File: config.mk
export PLATFORM = sky130hd
export DESIGN_NAME = neuron_layer_driver_flat
export DESIGN_NICKNAME = d
export VERILOG_FILES = /design/src/rtl/neuron_layer_driver_if.sv /design/src/rtl/neuron_layer_driver.sv /design/src/flat_wrapper.sv
export SDC_FILE = /design/constraint.sdc
export NUM_CORES = 1
export LEC_CHECK = 0
export ABC_AREA = 0
export BUFFER_PORTS_ARGS = -buffer_cell sky130_fd_sc_hd__buf_2
export CORE_UTILIZATION = 52
export DETAILED_ROUTE_END_ITERATION = 7
export GPL_TIMING_DRIVEN = 0
export HOLD_SLACK_MARGIN = 0.06
export PLACE_DENSITY = 0.81
export SYNTH_ARGS = -nofsm -noshare
export SYNTH_HDL_FRONTEND = slang
export SYNTH_SLANG_ARGS = --single-unit
File: constraint.sdc
create_clock -name clk -period 3.4 [get_ports clk]
set_clock_uncertainty 0.2 [all_clocks]
set_input_delay 0 -clock clk [delete_from_list [all_inputs] [get_ports clk]]
set_output_delay 0 -clock clk [all_outputs]
set_load 0.02 [all_outputs]
File: src/rtl/neuron_layer_driver_if.sv
// Bundle of the sample, neuron and result buses between the layer driver and
// its neighbours. The driver uses the master view; the neuron array, sample
// source and result sink together form the slave view.
interface neuron_layer_driver_if #(
  parameter int DATA_WIDTH = 8,
  parameter int NUM_IN     = 4,
  parameter int NUM_OUT    = 3
);
  localparam int CLS_W = (NUM_OUT > 2) ? $clog2(NUM_OUT) : 1;

  logic                          in_valid;
  logic                          in_ready;
  logic [NUM_IN*DATA_WIDTH-1:0]  in_x;
  logic                          neu_en;
  logic                          neu_run;
  logic [NUM_IN*DATA_WIDTH-1:0]  neu_x;
  logic [NUM_OUT*DATA_WIDTH-1:0] neu_y;
  logic                          out_valid;
  logic                          out_ready;
  logic [CLS_W-1:0]              out_class;
  logic [DATA_WIDTH-1:0]         out_score;
  logic                          busy;

  modport master (
    input  in_valid, in_x, neu_y, out_ready,
    output in_ready, neu_en, neu_run, neu_x, out_valid, out_class, out_score, busy
  );

  modport slave (
    output in_valid, in_x, neu_y, out_ready,
    input  in_ready, neu_en, neu_run, neu_x, out_valid, out_class, out_score, busy
  );
endinterface

File: src/rtl/neuron_layer_driver.sv
// Layer driver: takes one feature vector, walks the neuron array through its
// fixed En sequence, captures the Y outputs, picks the signed argmax and hands
// class/score downstream. All outputs are registered and decoded from the
// next state, so they line up with the state they describe.
module neuron_layer_driver #(
  parameter int DATA_WIDTH   = 8,
  parameter int NUM_IN       = 4,
  parameter int NUM_OUT      = 3,
  parameter int NEURON_STEPS = 7
) (
  input  logic                 clk,
  input  logic                 rst,
  neuron_layer_driver_if.master bus
);
  localparam int CLS_W = (NUM_OUT > 2) ? $clog2(NUM_OUT) : 1;
  localparam int CNT_W = $clog2(NEURON_STEPS + 1);
  localparam logic [CNT_W-1:0] PRIME_LAST = CNT_W'(NEURON_STEPS);
  localparam logic [CNT_W-1:0] RUN_LAST   = CNT_W'(NEURON_STEPS - 1);
  localparam logic [CLS_W-1:0] K_LAST     = CLS_W'(NUM_OUT - 1);

  typedef enum logic [2:0] {S_PRIME, S_IDLE, S_RUN, S_CAPTURE, S_ARGMAX, S_OUT} state_t;

  state_t                       state_q, state_d;
  logic [CNT_W-1:0]             cnt_q, cnt_d;
  logic [CLS_W-1:0]             k_q, k_d;
  logic                         neu_en_q, neu_en_d;
  logic                         in_ready_q, in_ready_d;
  logic                         out_valid_q, out_valid_d;
  logic                         busy_q, busy_d;
  logic                         neu_run_q;
  logic [NUM_IN*DATA_WIDTH-1:0] neu_x_q, neu_x_d;
  logic signed [DATA_WIDTH-1:0] y_slice [NUM_OUT];
  logic signed [DATA_WIDTH-1:0] score_q [NUM_OUT];
  logic signed [DATA_WIDTH-1:0] score_d [NUM_OUT];
  logic signed [DATA_WIDTH-1:0] best_q, best_d;
  logic [CLS_W-1:0]             idx_q, idx_d;
  logic [CLS_W-1:0]             out_class_q, out_class_d;
  logic signed [DATA_WIDTH-1:0] out_score_q, out_score_d;

  // Comparison step for the current argmax candidate; strict > keeps the
  // lower index on ties.
  logic signed [DATA_WIDTH-1:0] cand;
  logic                         take;
  logic signed [DATA_WIDTH-1:0] win_best;
  logic [CLS_W-1:0]             win_idx;

  for (genvar gi = 0; gi < NUM_OUT; gi++) begin : g_y
    assign y_slice[gi] = bus.neu_y[gi*DATA_WIDTH +: DATA_WIDTH];
  end

  assign cand     = score_q[k_q];
  assign take     = cand > best_q;
  assign win_best = take ? cand : best_q;
  assign win_idx  = take ? k_q : idx_q;

  // Next-state and next-output decode for the sequencing FSM.
  always_comb begin
    state_d     = state_q;
    cnt_d       = cnt_q;
    k_d         = k_q;
    neu_x_d     = neu_x_q;
    score_d     = score_q;
    best_d      = best_q;
    idx_d       = idx_q;
    out_class_d = out_class_q;
    out_score_d = out_score_q;
    neu_en_d    = 1'b0;
    in_ready_d  = 1'b0;
    out_valid_d = 1'b0;
    case (state_q)
      S_PRIME: begin
        // The reset cycle itself has En low, so the walk spans counts 1..N.
        if (cnt_q == PRIME_LAST) begin
          state_d    = S_IDLE;
          cnt_d      = '0;
          in_ready_d = 1'b1;
        end else begin
          cnt_d    = cnt_q + CNT_W'(1);
          neu_en_d = 1'b1;
        end
      end
      S_IDLE: begin
        if (bus.in_valid && in_ready_q) begin
          neu_x_d  = bus.in_x;
          state_d  = S_RUN;
          cnt_d    = '0;
          neu_en_d = 1'b1;
        end else begin
          in_ready_d = 1'b1;
        end
      end
      S_RUN: begin
        if (cnt_q == RUN_LAST) begin
          state_d = S_CAPTURE;
          cnt_d   = '0;
        end else begin
          cnt_d    = cnt_q + CNT_W'(1);
          neu_en_d = 1'b1;
        end
      end
      S_CAPTURE: begin
        for (int i = 0; i < NUM_OUT; i++) score_d[i] = y_slice[i];
        best_d  = y_slice[0];
        idx_d   = '0;
        k_d     = CLS_W'(1);
        state_d = S_ARGMAX;
      end
      S_ARGMAX: begin
        best_d = win_best;
        idx_d  = win_idx;
        if (k_q == K_LAST) begin
          out_class_d = win_idx;
          out_score_d = win_best;
          out_valid_d = 1'b1;
          state_d     = S_OUT;
        end else begin
          k_d = k_q + CLS_W'(1);
        end
      end
      S_OUT: begin
        if (bus.out_ready) begin
          state_d    = S_IDLE;
          in_ready_d = 1'b1;
        end else begin
          out_valid_d = 1'b1;
        end
      end
      default: state_d = S_PRIME;
    endcase
    busy_d = (state_d != S_IDLE);
  end

  // State, datapath and registered outputs; reset restarts the prime walk.
  always_ff @(posedge clk) begin
    if (rst) begin
      state_q     <= S_PRIME;
      cnt_q       <= '0;
      k_q         <= '0;
      neu_en_q    <= 1'b0;
      neu_run_q   <= 1'b0;
      in_ready_q  <= 1'b0;
      out_valid_q <= 1'b0;
      busy_q      <= 1'b1;
      neu_x_q     <= '0;
      best_q      <= '0;
      idx_q       <= '0;
      out_class_q <= '0;
      out_score_q <= '0;
      for (int i = 0; i < NUM_OUT; i++) score_q[i] <= '0;
    end else begin
      state_q     <= state_d;
      cnt_q       <= cnt_d;
      k_q         <= k_d;
      neu_en_q    <= neu_en_d;
      neu_run_q   <= 1'b1;
      in_ready_q  <= in_ready_d;
      out_valid_q <= out_valid_d;
      busy_q      <= busy_d;
      neu_x_q     <= neu_x_d;
      best_q      <= best_d;
      idx_q       <= idx_d;
      out_class_q <= out_class_d;
      out_score_q <= out_score_d;
      for (int i = 0; i < NUM_OUT; i++) score_q[i] <= score_d[i];
    end
  end

  assign bus.in_ready  = in_ready_q;
  assign bus.neu_en    = neu_en_q;
  assign bus.neu_run   = neu_run_q;
  assign bus.neu_x     = neu_x_q;
  assign bus.out_valid = out_valid_q;
  assign bus.out_class = out_class_q;
  assign bus.out_score = out_score_q;
  assign bus.busy      = busy_q;
endmodule

File: src/flat_wrapper.sv
// flat-port wrapper written by rule: the top's interface ports become plain ports
module neuron_layer_driver_flat 
#(
  parameter int DATA_WIDTH   = 8,
  parameter int NUM_IN       = 4,
  parameter int NUM_OUT      = 3,
  parameter int NEURON_STEPS = 7
)
  (clk, rst, bus_in_valid, bus_in_x, bus_neu_y, bus_out_ready, bus_in_ready, bus_neu_en, bus_neu_run, bus_neu_x, bus_out_valid, bus_out_class, bus_out_score, bus_busy);
  neuron_layer_driver_if #(.DATA_WIDTH(DATA_WIDTH), .NUM_IN(NUM_IN), .NUM_OUT(NUM_OUT)) bus_i ();
  input  logic clk;
  input  logic rst;
  input wire logic [$bits(bus_i.in_valid)-1:0] bus_in_valid;
  input wire logic [$bits(bus_i.in_x)-1:0] bus_in_x;
  input wire logic [$bits(bus_i.neu_y)-1:0] bus_neu_y;
  input wire logic [$bits(bus_i.out_ready)-1:0] bus_out_ready;
  output wire logic [$bits(bus_i.in_ready)-1:0] bus_in_ready;
  output wire logic [$bits(bus_i.neu_en)-1:0] bus_neu_en;
  output wire logic [$bits(bus_i.neu_run)-1:0] bus_neu_run;
  output wire logic [$bits(bus_i.neu_x)-1:0] bus_neu_x;
  output wire logic [$bits(bus_i.out_valid)-1:0] bus_out_valid;
  output wire logic [$bits(bus_i.out_class)-1:0] bus_out_class;
  output wire logic [$bits(bus_i.out_score)-1:0] bus_out_score;
  output wire logic [$bits(bus_i.busy)-1:0] bus_busy;
  assign bus_i.in_valid = bus_in_valid;
  assign bus_i.in_x = bus_in_x;
  assign bus_i.neu_y = bus_neu_y;
  assign bus_i.out_ready = bus_out_ready;
  assign bus_in_ready = bus_i.in_ready;
  assign bus_neu_en = bus_i.neu_en;
  assign bus_neu_run = bus_i.neu_run;
  assign bus_neu_x = bus_i.neu_x;
  assign bus_out_valid = bus_i.out_valid;
  assign bus_out_class = bus_i.out_class;
  assign bus_out_score = bus_i.out_score;
  assign bus_busy = bus_i.busy;
  neuron_layer_driver #(.DATA_WIDTH(DATA_WIDTH), .NUM_IN(NUM_IN), .NUM_OUT(NUM_OUT), .NEURON_STEPS(NEURON_STEPS)) u_core (.clk(clk), .rst(rst), .bus(bus_i));
endmodule
After elaboration in Yosys (flattened, before gate mapping)

Index checks and enable logic that the tools add are counted.

Add/sub/neg operators: 2
Muxes and demuxes: 31
$lt $le $gt $ge: 2
Bitwise logic cells: 1
Equal/unequal tests: 11
Reductions and logical operators: 8

Operator list:

| kind                | number |
|---|---|
| $mux 3              | 8 |
| $mux 8              | 3 |
| $pmux 3 s6          | 1 |
| $bmux 8 s2          | 1 |
| $pmux 8 s2          | 1 |
| $eq 3x3->1 const B  | 4 |
| $mux 1              | 9 |
| $pmux 3 s3          | 1 |
| $gt 8x8->1          | 1 |
| $pmux 2 s2          | 2 |
| $reduce_and 2->1    | 4 |
| $eq 3x2->1 const B  | 2 |
| $pmux 1 s3          | 2 |
| $mux 2              | 2 |
| $add 3x1->3 const B | 1 |
| $eq 3x1->1 const B  | 1 |
| $ge 3x3->1 const B  | 1 |
| $logic_not 3->1     | 1 |
| $ne 3x1->1 const B  | 1 |
| $not 2->3           | 1 |
| $reduce_bool 3->1   | 1 |
| $add 2x1->2 const B | 1 |
| $eq 2x2->1 const B  | 1 |
| $ne 2x1->1 const B  | 1 |
| other kinds (4)     | 4 |

Register bits after elaboration: 89
Logic and storage cells: 71

Depth between registers and ports, before layout

Gate-level depths: netlist of the first run.

Depth in word-level cells: 7
Mapped depth: 11
Mapped depth without buffers: 9

Worst setup path before layout of the first run

Ideal clock, no wire load.

Path type: reg2reg
Start point: reg u_core.k_q[1]
End point: reg u_core.out_score_q[3], in the netlist u_core.bus.out_score[3]
Stages on the path, launching flop included: 11
Arrival time: 2.340 ns
Buffers on the path: 2
Setup time: 0.121 ns
Setup slack: 0.739 ns
Required time: 3.079 ns
Path through: dfxtp_1 -> buf_2 -> mux2i_1 -> o21ai_0 -> ha_1 -> nand4_1 -> a211o_1 -> a31oi_4 -> buf_6 -> mux2i_1 -> o21ai_1

Cells in the longest elaborated chain, start to end: 6
Elaborated cells on any way between the ends: 8
Those cells by class: order compare: 1; eq/ne: 1; mux: 4; bitwise: 1; reduce/logical: 1

Ends and longest elaborated chain:

| item                                      | RTL line                   | source |
|---|---|---|
| start: declaration                        | neuron_layer_driver.sv:25  | `logic [CLS_W-1:0] k_q, k_d;` |
| start signal: assignment                  | neuron_layer_driver.sv:153 | `k_q <= k_d;` |
| $not 2->3 (not written as such)           | neuron_layer_driver.sv:51  | `assign cand = score_q[k_q];` |
| $bmux 8 s2                                | neuron_layer_driver.sv:51  |  |
| $mux 8 (not written as such) (2 in a row) | neuron_layer_driver.sv:51  |  |
| $gt 8x8->1                                | neuron_layer_driver.sv:52  | `assign take = cand > best_q;` |
| $mux 8                                    | neuron_layer_driver.sv:53  | `assign win_best = take ? cand : best_q;` |
| end signal: assignment                    | neuron_layer_driver.sv:163 | `out_score_q <= out_score_d;` |
| end: declaration                          | neuron_layer_driver.sv:38  | `logic signed [DATA_WIDTH-1:0] out_score_q, out_score_d;` |

Several ways; a longest one is shown, not always the timed one. The select of a mux whose other input is x is not followed.
A chain may end at the register's enable or synchronous reset.

Worst setup path after layout of the first run

Start point: reg u_core.k_q[1]
End point: reg u_core.out_score_q[5], in the netlist u_core.bus.out_score[5]

Same word-level chain as after synthesis.

==> results.py, run 1 <==
metrics = {
    "status": {
        "run_status": "complete, no violations",
    },
    "clock_tree": {
        "cts_tree": "built",
        "cts_setup_buffers": 0,
        "cts_made_buffers": 9,
        "clock-sinks": 89,
        "clock_tree.buffer_depth": 2,
        "cts_root_buf": "clkbuf_8",
        "htreeDepth": 3,
        "clk_pin_slew_worst_paths_ns": 0.10,
        "clock_latency_ns": 0.37,
    },
    "timing": {
        "drv_slew": 0,
        "max_freq_mhz": 308,
        "min_period_ns": 3.25,
        "hold_viol": 0,
        "slew_headroom": 0.597,
        "setup_viol": 0,
        "worstMarginPinSlew_ns": 0.604,
        "worst_slack_ns": 0.149,
        "fin_tns_setup_ns": 0,
        "rsz0062_at_grt": "no",
        "fin_crit_sh": 0.956,
    },
    "final_layout": {
        "insertedDiodeCount": 0,
        "ff_latch_area_um2": 1780,
        "nFillCells": 469,
        "nets": 729,
        "multiInputGateArea_um2": 1830,
        "drive_above_1_share": 0.199,
        "area_delta_synth_final_pct": 38.8,
    },
    "detailed_routing": {
        "avgRoutedWirePerCell_um": 15.8,
        "wl_um": 12000,
        "vias": 4165,
        "ant_nets": 0,
        "drt-pass1-iter-count": 5,
        "drt-initial-drc-count": 251,
        "drc_errors": 0,
        "vias_per_cell": 5.49,
    },
    "synthesis": {
        "seq_area_frac_synth": 0.469,
        "synthesis.nets": 551,
        "synth_cell_type_count": 36,
        "yosys_warnings": 0,
        "ys_ff_latch": 89,
        "syn_inst": 479,
        "synth_area_per_cell_um2": 7.94,
        "ys_async_sr_fraction": 0,
        "synth-edff-count": 0,
        "dominantRegCellSynth": "dfxtp_1",
        "netlist_area_um2": 3800,
    },
    "global_routing": {
        "grt_use_total": 0.329,
        "grt_pass1_vias": 4059,
        "antenna_found_initial": 0,
        "grt_pass1_wl_um": 19100,
        "grt_max_degree": 18,
        "gr-total-overflow": 0,
    },
    "setup_path": {
        "path_max_fanout": 10,
        "worst-path-stages": 10,
        "crit_path_start_kind": "flip-flop",
        "reg2regPathDepth": 10,
        "critical_path_class": "flip-flop to flip-flop",
        "endpoint_kind": "flip-flop",
        "crit_family": "compound AO/OA/AOI/OAI gates",
        "cp_num_buf_inv": 2,
        "cp_slowest_cell": "dfxtp_1",
        "crit_chain": "clkbuf_4, mux2i_1, o21ai_0, ha_1, nand4_1, a211o_1, a31oi_4, buf_6, mux2i_1, o21ai_1",
        "required_ns": 3.47,
        "crit_top_cell": "mux2i_1",
        "arrival_ns": 3.32,
        "slowest_delay_ns": 0.44,
    },
    "place": {
        "hpwl_um": 7320,
        "place_congestion": 0.930,
        "dp_slack_ns": 0.252,
        "portBuffers": 106,
    },
    "hold_path": {
        "hp-class": "input pin to flip-flop",
        "min_delay_path_depth": 4,
    },
    "floorplan": {
        "core_um2": 6940,
        "die_y_um": 87.5,
        "ios": 107,
        "die_x_um": 87.5,
        "die_area_um2": 7660,
        "initial_core_util": 0.548,
        "fp-row-count": 30,
    },
    "power_and_ir_drop": {
        "ir_worst_vdd_v": 0.000335,
        "leakagePower_uw": 0.00208,
        "p_per_area_nw_per_um2": 376,
    },
    "flow_run": {
        "maxCapViolations": 0,
    },
}
[synth_stat cells, types with 2 or more instances]
cell type	n	area, um2
o22ai_1	2	12.5
nand4_1	3	18.8
inv_1	15	56.3
nor3_1	5	25.0
nand2b_1	5	31.3
clkbuf_1	23	86.3
mux2i_1	15	150
nand3b_1	8	60.1
ha_1	12	150
a211o_1	2	17.5
nand2_1	137	514
o21ai_1	9	45.0
o21ai_0	29	145
nor2_1	12	45.0
a21o_1	2	15.0
or3_1	9	56.3
a311oi_1	3	26.3
buf_2	7	35.0
nor2b_1	2	12.5
nor3b_1	2	15.0
a32o_1	2	20.0
dfxtp_1	89	1780
a21oi_1	73	365
[final timing paths]
| kind | from | end | slack, ns |
|---|---|---|---|
| max | u_core.k_q[1] | u_core.bus.out_score[5] | 0.15 |
| min | bus_in_x[18] | u_core.bus.neu_x[18] | 0.20 |
| max reg2reg | u_core.k_q[1] | u_core.bus.out_score[5] | 0.15 |
| min reg2reg | u_core.bus.out_score[5] | u_core.bus.out_score[5] | 0.25 |
[registers in the layout, summed over array words and instances, names as in the netlist]
signal	count
u_core.best_q	8
u_core.bus.busy	1
u_core.bus.in_ready	1
u_core.bus.neu_en	1
u_core.bus.neu_run	1
u_core.bus.neu_x	32
u_core.bus.out_class	2
u_core.bus.out_score	8
u_core.bus.out_valid	1
u_core.cnt_q	3
u_core.idx_q	2
u_core.k_q	2
u_core.score_q	24
u_core.state_q	3
[cell families after synthesis]
logic type / count (synthesis) / synth area share
DFF: 89 / 0.469
buffers and inverters: 46 / 0.0497
and+or+nand+nor: 188 / 0.214
AOI/OAI and AO/OA: 128 / 0.186
muxes: 16 / 0.0424
adders and majority gates: 12 / 0.0395
[where the power goes]
| group | leakage [uW] | switching (uW) | internal, uW |
|---|---|---|---|
| sequential | 0.000718 | 5.12 | 1050 |
| clock | 0.000104 | 423 | 356 |
| combinational | 0.00126 | 63.1 | 87.9 |
[worst register-to-register path, delay by kind of cell, from the launching register on]
family                     cells  cell delay, ns
AOI/OAI and AO/OA              4            0.92
muxes                          2            0.51
buffers and inverters          2            0.50
DFF                            1            0.44
adders and majority gates      1            0.38
and+or+nand+nor                1            0.19
[cell usage in the layout, fill, tap and decap left out, drive strengths merged, types with 2 or more instances in the layout]
cell type and count:
a32o 2, nand2 137, ha 12, inv 19
nor3b 2, a21oi 73, nand3b 8, nor3 5
a31oi 2, a211o 2, o22ai 2, nand2b 5
o21ai 38, dlygate4sd3 61, dfxtp 89, nor2b 2
or3 9, nor2 12, nand4 3, mux2i 15
a311oi 3, buf 113, clkbuf 33, a21o 2
[per-stage QoR]
step,hold slack [ns],total power (uW),instance area (um2),utilization,instances
6_report,0.205,1980,5280,0.760,758
5_1_grt,0.217,2040,5280,0.760,758
4_1_cts,0.189,1980,5270,0.759,758
3_5_place_dp,0.0446,1170,4450,0.641,681
3_3_place_gp,0.0404,1170,4450,0.641,681
2_1_floorplan,-0.0862,1120,3800,-,479
[layer usage]
metal,part of all wire,vias up,global-route usage
met5,0,-,0
met4,0.041,0,0.173
met3,0.070,40,0.0825
met2,0.50,211,0.567
met1,0.39,1927,0.376
li1,-,1987,-
[area by class of cell]
class                           instances  share of cell area
Inverter                               15              0.0107
Timing Repair Buffer                  167               0.216
Sequential cell                        89               0.338
Clock inverter                          7              0.0164
Clock buffer                            9              0.0235
Tap cell                               96              0.0228
Buffer                                 31              0.0256
Multi-Input combinational cell        344               0.347
[repair_timing]
action	in CTS	in global routing
hold endpoints to repair	87	0
hold buffers	61	0
gates resized for setup	0	1
setup endpoints to repair	0	2
Note: power is estimated with default switching activity, not from simulation.
==> run 2, diff against run 1 <==
Settings changed: ABC_AREA 0 to 1, PLACE_DENSITY 0.81 to 0.8.
==> results.py, run 2 <==
metrics = {
    "floorplan": {
        "die_y_um": 89.6,
        "initial_core_util": 0.544,
        "fp-row-count": 31,
        "die_area_um2": 8020,
        "die_x_um": 89.6,
        "core_um2": 7330,
        "ios": 107,
    },
    "final_layout": {
        "largest_reg_flops": 32,
        "drive_above_1_share": 0.219,
        "final_cell_mix": "113 x buf_2, 94 x nand2_1, 89 x dfxtp_1",
        "area_delta_synth_final_pct": 37.7,
        "insertedDiodeCount": 0,
        "nets": 798,
        "final_util": 0.749,
        "final_common_cell": "buf_2",
    },
    "hold_path": {
        "min_to": "u_core.bus.neu_x[22]",
        "min_delay_path_depth": 4,
        "hp-class": "input pin to flip-flop",
        "min_from": "bus_in_x[22]",
    },
    "global_routing": {
        "grt_use_total": 0.299,
        "gr-total-overflow": 0,
        "grt_pass1_vias": 4300,
        "grt_pass1_wl_um": 18200,
        "grt_max_degree": 15,
        "antenna_found_initial": 0,
    },
    "setup_path": {
        "crit_path_start_kind": "flip-flop",
        "critical_path_class": "flip-flop to flip-flop",
        "rr_startpoint": "u_core.k_q[0]",
        "endpoint_kind": "flip-flop",
        "reg2regPathDepth": 17,
        "timing.rr.end": "u_core.bus.out_score[1]",
        "arrival_ns": 2.99,
        "slowest_delay_ns": 0.43,
        "cp_slowest_cell": "dfxtp_1",
        "crit_chain": "inv_1, nand2_2, nor2_1, a31oi_1, inv_1, ha_1, a21oi_1, nor2_1, nor2_1, nand2_1, nand2_1, buf_2, nand4_1, nand2_1, nand2_1, nand2_1, inv_1",
        "regToRegSetupSlack_ns": 0.47,
        "required_ns": 3.46,
        "crit_top_cell": "nand2_1",
        "path_max_fanout": 10,
        "startpoint": "u_core.k_q[0]",
    },
    "clock_tree": {
        "clock_tree.buffer_depth": 2,
        "clock_latency_ns": 0.36,
        "ctsResizeCount": 0,
        "clk_pin_slew_worst_paths_ns": 0.10,
        "cts_root_buf": "clkbuf_8",
        "clock-sinks": 89,
        "cts_tree": "built",
        "cts_made_buffers": 9,
        "ctsHoldBuffers": 63,
        "cts_setup_buffers": 0,
        "htreeDepth": 3,
    },
    "synthesis": {
        "synth_common_cells": "94 x nand2_1, 89 x dfxtp_1, 82 x nor2_1",
        "yosys_warnings": 0,
        "synth_area_per_cell_um2": 7.29,
        "syn_inst": 547,
        "ys_ff_latch": 89,
        "netlist_area_um2": 3990,
        "yosysMostFrequentCell": "nand2_1",
        "synth-edff-count": 0,
        "synth_cell_type_count": 30,
        "synth_area_leader_cell": "dfxtp_1",
        "synthesis.nets": 619,
        "seq_area_frac_synth": 0.447,
        "dominantRegCellSynth": "dfxtp_1",
        "ys_async_sr_fraction": 0,
        "yosys.area.top_type_share": 0.447,
        "synthTopCellsByArea": "dfxtp_1 45%, nand2_1 8.8%, nor2_1 7.7%",
    },
    "detailed_routing": {
        "drc_errors": 0,
        "wl_um": 11400,
        "drt-pass1-iter-count": 4,
        "drt-initial-drc-count": 188,
        "vias_per_cell": 5.06,
        "avgRoutedWirePerCell_um": 13.7,
        "vias": 4197,
        "ant_nets": 0,
    },
    "timing": {
        "rsz0062_at_grt": "no",
        "slew_headroom": 0.641,
        "fin_crit_sh": 0.862,
        "hold_viol": 0,
        "worstMarginPinSlew_ns": 0.539,
        "fin_tns_setup_ns": 0,
        "drv_slew": 0,
        "min_period_ns": 2.93,
        "setup_viol": 0,
        "worst_slack_ns": 0.470,
        "max_freq_mhz": 341,
    },
    "power_and_ir_drop": {
        "leakagePower_uw": 0.00267,
        "ir_worst_vdd_v": 0.000252,
        "p_per_area_nw_per_um2": 365,
    },
    "place": {
        "hpwl_um": 7270,
        "portBuffers": 105,
        "place_congestion": 0.889,
        "dp_slack_ns": 0.556,
    },
    "flow_run": {
        "maxCapViolations": 0,
    },
    "status": {
        "run_status": "complete, no violations",
    },
}
run 2: cell count changes after synthesis, sizes merged, moves of 15 or more:
cell	previous run	this run
nor2	12	90
inv	15	72
nand2	137	96
a21oi	73	45
o21ai	38	62
mux2i	15	0
run 2: area by class of cell:
class                      count  area (um2)
fill                         534        1840
buffer                        27         160
timing repair buffer         168        1160
inverter                      74         278
sequential                    89        1780
multi-input combinational    357        1770
tap                           99         124
clock buffer                  12         145
clock inverter                 4        76.3
run 2: cells by family (layout without fill, tap and decap cells):
logic type      after synthesis  after routing  synth area share
simple gates                221            221             0.240
compound gates              124            124             0.166
buf+inv                     101            285             0.110
flops                        89             89             0.447
fa+ha+maj                    12             12            0.0377
run 2: report_power, final:
part,leakage [uW],internal (uW),total (uW),switching (uW)
Combinational,0.00184,80.4,132,51.9
Clock,0.000107,437,824,387
Sequential,0.000718,1050,1050,3.14
Total,0.00267,1560,2010,442
run 2: per-layer routing:
layer,vias to the layer above,part of all wire,GRT usage
met5,-,0,0
met4,0,0.026,0.149
met3,30,0.056,0.0740
met2,144,0.51,0.564
met1,1928,0.40,0.306
li1,2095,-,-
run 2: worst max path at each step:
stage	to	cells after the start
2_1_floorplan	u_core.bus.out_score[0]	16
3_3_place_gp	u_core.bus.out_score[1]	17
3_5_place_dp	u_core.bus.out_score[0]	17
4_1_cts	u_core.bus.out_score[0]	17
5_1_grt	u_core.bus.out_score[0]	17
6_report	u_core.bus.out_score[1]	17
run 2: worst max-delay path, delay by kind of cell, from the launching register on:
family          cells  cell delay [ns]
buf+inv             4             0.50
simple gates       10             0.97
compound gates      2             0.42
fa+ha+maj           1             0.29
flops               1             0.43
run 2: through the flow:
stage               instances  hold slack [ns]  instance area (um2)  total power (uW)
CTS                       830            0.179                 5490              2000
finish                    830            0.195                 5490              2010
global route              830            0.213                 5490              2070
global placement          751           0.0218                 4640              1150
detailed placement        751           0.0260                 4640              1150
floorplan                 547          -0.0718                 3990              1100
==> run 3, diff against run 2 <==
Settings changed: RECOVER_POWER from default to 100.
==> results.py, run 3 (synthesis gave the netlist of run 2 again) <==
metrics = {
    "clock_tree": {
        "cts_root_buf": "clkbuf_8",
        "clock_latency_ns": 0.36,
        "cts_made_buffers": 9,
        "htreeDepth": 3,
        "cts_tree": "built",
        "clock_tree.buffer_depth": 2,
        "clock-sinks": 89,
        "ctsResizeCount": 0,
        "clk_pin_slew_worst_paths_ns": 0.09,
    },
    "setup_path": {
        "rr_startpoint": "u_core.k_q[0]",
        "slowest_delay_ns": 0.43,
        "cp_slowest_cell": "dfxtp_1",
        "crit_chain": "inv_1, nand2_1, nor2_1, a31oi_1, inv_1, ha_1, a21oi_1, nor2_1, nor2_1, nand2_1, nand2_1, buf_2, nand4_1, nand2_1, nand2_1, nand2_1, inv_1",
        "reg2regPathDepth": 17,
        "timing.rr.end": "u_core.bus.out_score[0]",
        "crit_family": "simple AND/OR/NAND/NOR gates",
        "regToRegSetupSlack_ns": 0.38,
        "path_max_fanout": 10,
        "required_ns": 3.46,
        "endpoint_kind": "flip-flop",
        "arrival_ns": 3.07,
        "critical_path_class": "flip-flop to flip-flop",
        "crit_top_cell": "nand2_1",
        "cp_num_buf_inv": 4,
        "crit_path_start_kind": "flip-flop",
    },
    "floorplan": {
        "die_y_um": 89.6,
        "die_x_um": 89.6,
        "ios": 107,
        "initial_core_util": 0.544,
        "die_area_um2": 8020,
        "fp-row-count": 31,
        "core_um2": 7330,
    },
    "timing": {
        "min_period_ns": 3.02,
        "max_freq_mhz": 331,
        "drv_slew": 0,
        "worst_slack_ns": 0.383,
        "slew_headroom": 0.602,
        "setup_viol": 0,
        "fin_tns_setup_ns": 0,
        "fin_crit_sh": 0.887,
        "hold_viol": 0,
        "worstMarginPinSlew_ns": 0.595,
        "rsz0062_at_grt": "no",
    },
    "place": {
        "portBuffers": 105,
        "place_congestion": 0.889,
        "hpwl_um": 7270,
        "dp_slack_ns": 0.556,
    },
    "power_and_ir_drop": {
        "p_total_uw": 2000,
        "p_per_area_nw_per_um2": 374,
        "ir_worst_vdd_v": 0.000249,
        "leakagePower_uw": 0.00240,
    },
    "final_layout": {
        "insertedDiodeCount": 0,
        "largest_reg_flops": 32,
        "final_common_cell": "nand2_1",
        "nets": 798,
        "final_cell_mix": "95 x nand2_1, 89 x dfxtp_1, 85 x nor2_1",
        "nFillCells": 579,
        "drive_above_1_share": 0.129,
        "area_delta_synth_final_pct": 34.4,
    },
    "detailed_routing": {
        "ant_nets": 0,
        "drt-pass1-iter-count": 5,
        "wl_um": 11400,
        "vias": 4260,
        "avgRoutedWirePerCell_um": 13.7,
        "drt-initial-drc-count": 184,
        "drc_errors": 0,
        "vias_per_cell": 5.13,
    },
    "status": {
        "run_status": "complete, no violations",
    },
    "hold_path": {
        "min_delay_path_depth": 4,
        "min_to": "u_core.bus.neu_x[27]",
        "hp-class": "input pin to flip-flop",
        "min_from": "bus_in_x[27]",
    },
    "global_routing": {
        "grt_pass1_vias": 4300,
        "grt_use_total": 0.299,
        "grt_max_degree": 15,
        "antenna_found_initial": 0,
        "grt_pass1_wl_um": 18200,
        "gr-total-overflow": 0,
    },
    "flow_run": {
        "maxCapViolations": 0,
    },
}
==> run 3: timing repair <==
item	in CTS	in global routing
endpoints found under the hold margin	72	0
buffers inserted	0	0
hold buffers	63	0
==> run 3: per-stage QoR <==
| stage | hold slack [ns] | cells | instance area (um2) | util |
|---|---|---|---|---|
| after detailed placement | 0.0260 | 751 | 4640 | 0.633 |
| after global placement | 0.0218 | 751 | 4640 | 0.633 |
| final | 0.196 | 830 | 5360 | 0.731 |
| after floorplan | -0.0718 | 547 | 3990 | - |
| after CTS | 0.179 | 830 | 5490 | 0.749 |
| after global routing | 0.213 | 830 | 5360 | 0.731 |
==> run 3: metal layers <==
layer / global-route usage / part of all wire
met5: 0 / 0
met4: 0.149 / 0.030
met3: 0.0740 / 0.058
met2: 0.564 / 0.51
met1: 0.306 / 0.40
==> run 3: final cells by class <==
class                           count  area [um2]  area share
Sequential cell                    89        1780       0.333
Timing Repair Buffer              168        1100       0.205
Clock inverter                      4        76.3      0.0142
Multi-Input combinational cell    357        1730       0.323
Tap cell                           99         124      0.0231
Inverter                           74         278      0.0518
Buffer                             27         128      0.0238
Clock buffer                       12         145      0.0271
==> run 3: worst min-delay path: stages <==
cell           delay [ns]
dlygate4sd3_1        0.52
buf_2                0.10
nor2_1               0.04
nor2_1               0.08
==> run 3: worst max-delay path by stage <==
stage	startpoint	endpoint	slack (ns)	cells after the start
floorplan	u_core.k_q[0]	u_core.bus.out_score[0]	1.06	16
global placement	u_core.k_q[0]	u_core.bus.out_score[1]	0.66	17
detailed placement	u_core.k_q[0]	u_core.bus.out_score[0]	0.56	17
CTS	u_core.k_q[0]	u_core.bus.out_score[0]	0.51	17
global route	u_core.k_q[0]	u_core.bus.out_score[0]	0.13	17
finish	u_core.k_q[0]	u_core.bus.out_score[0]	0.38	17
==> run 3: power breakdown <==
part           leakage (uW)  switching, uW  internal (uW)
clock network      0.000107            385            437
registers          0.000718           3.19           1050
logic               0.00157           51.4           79.5
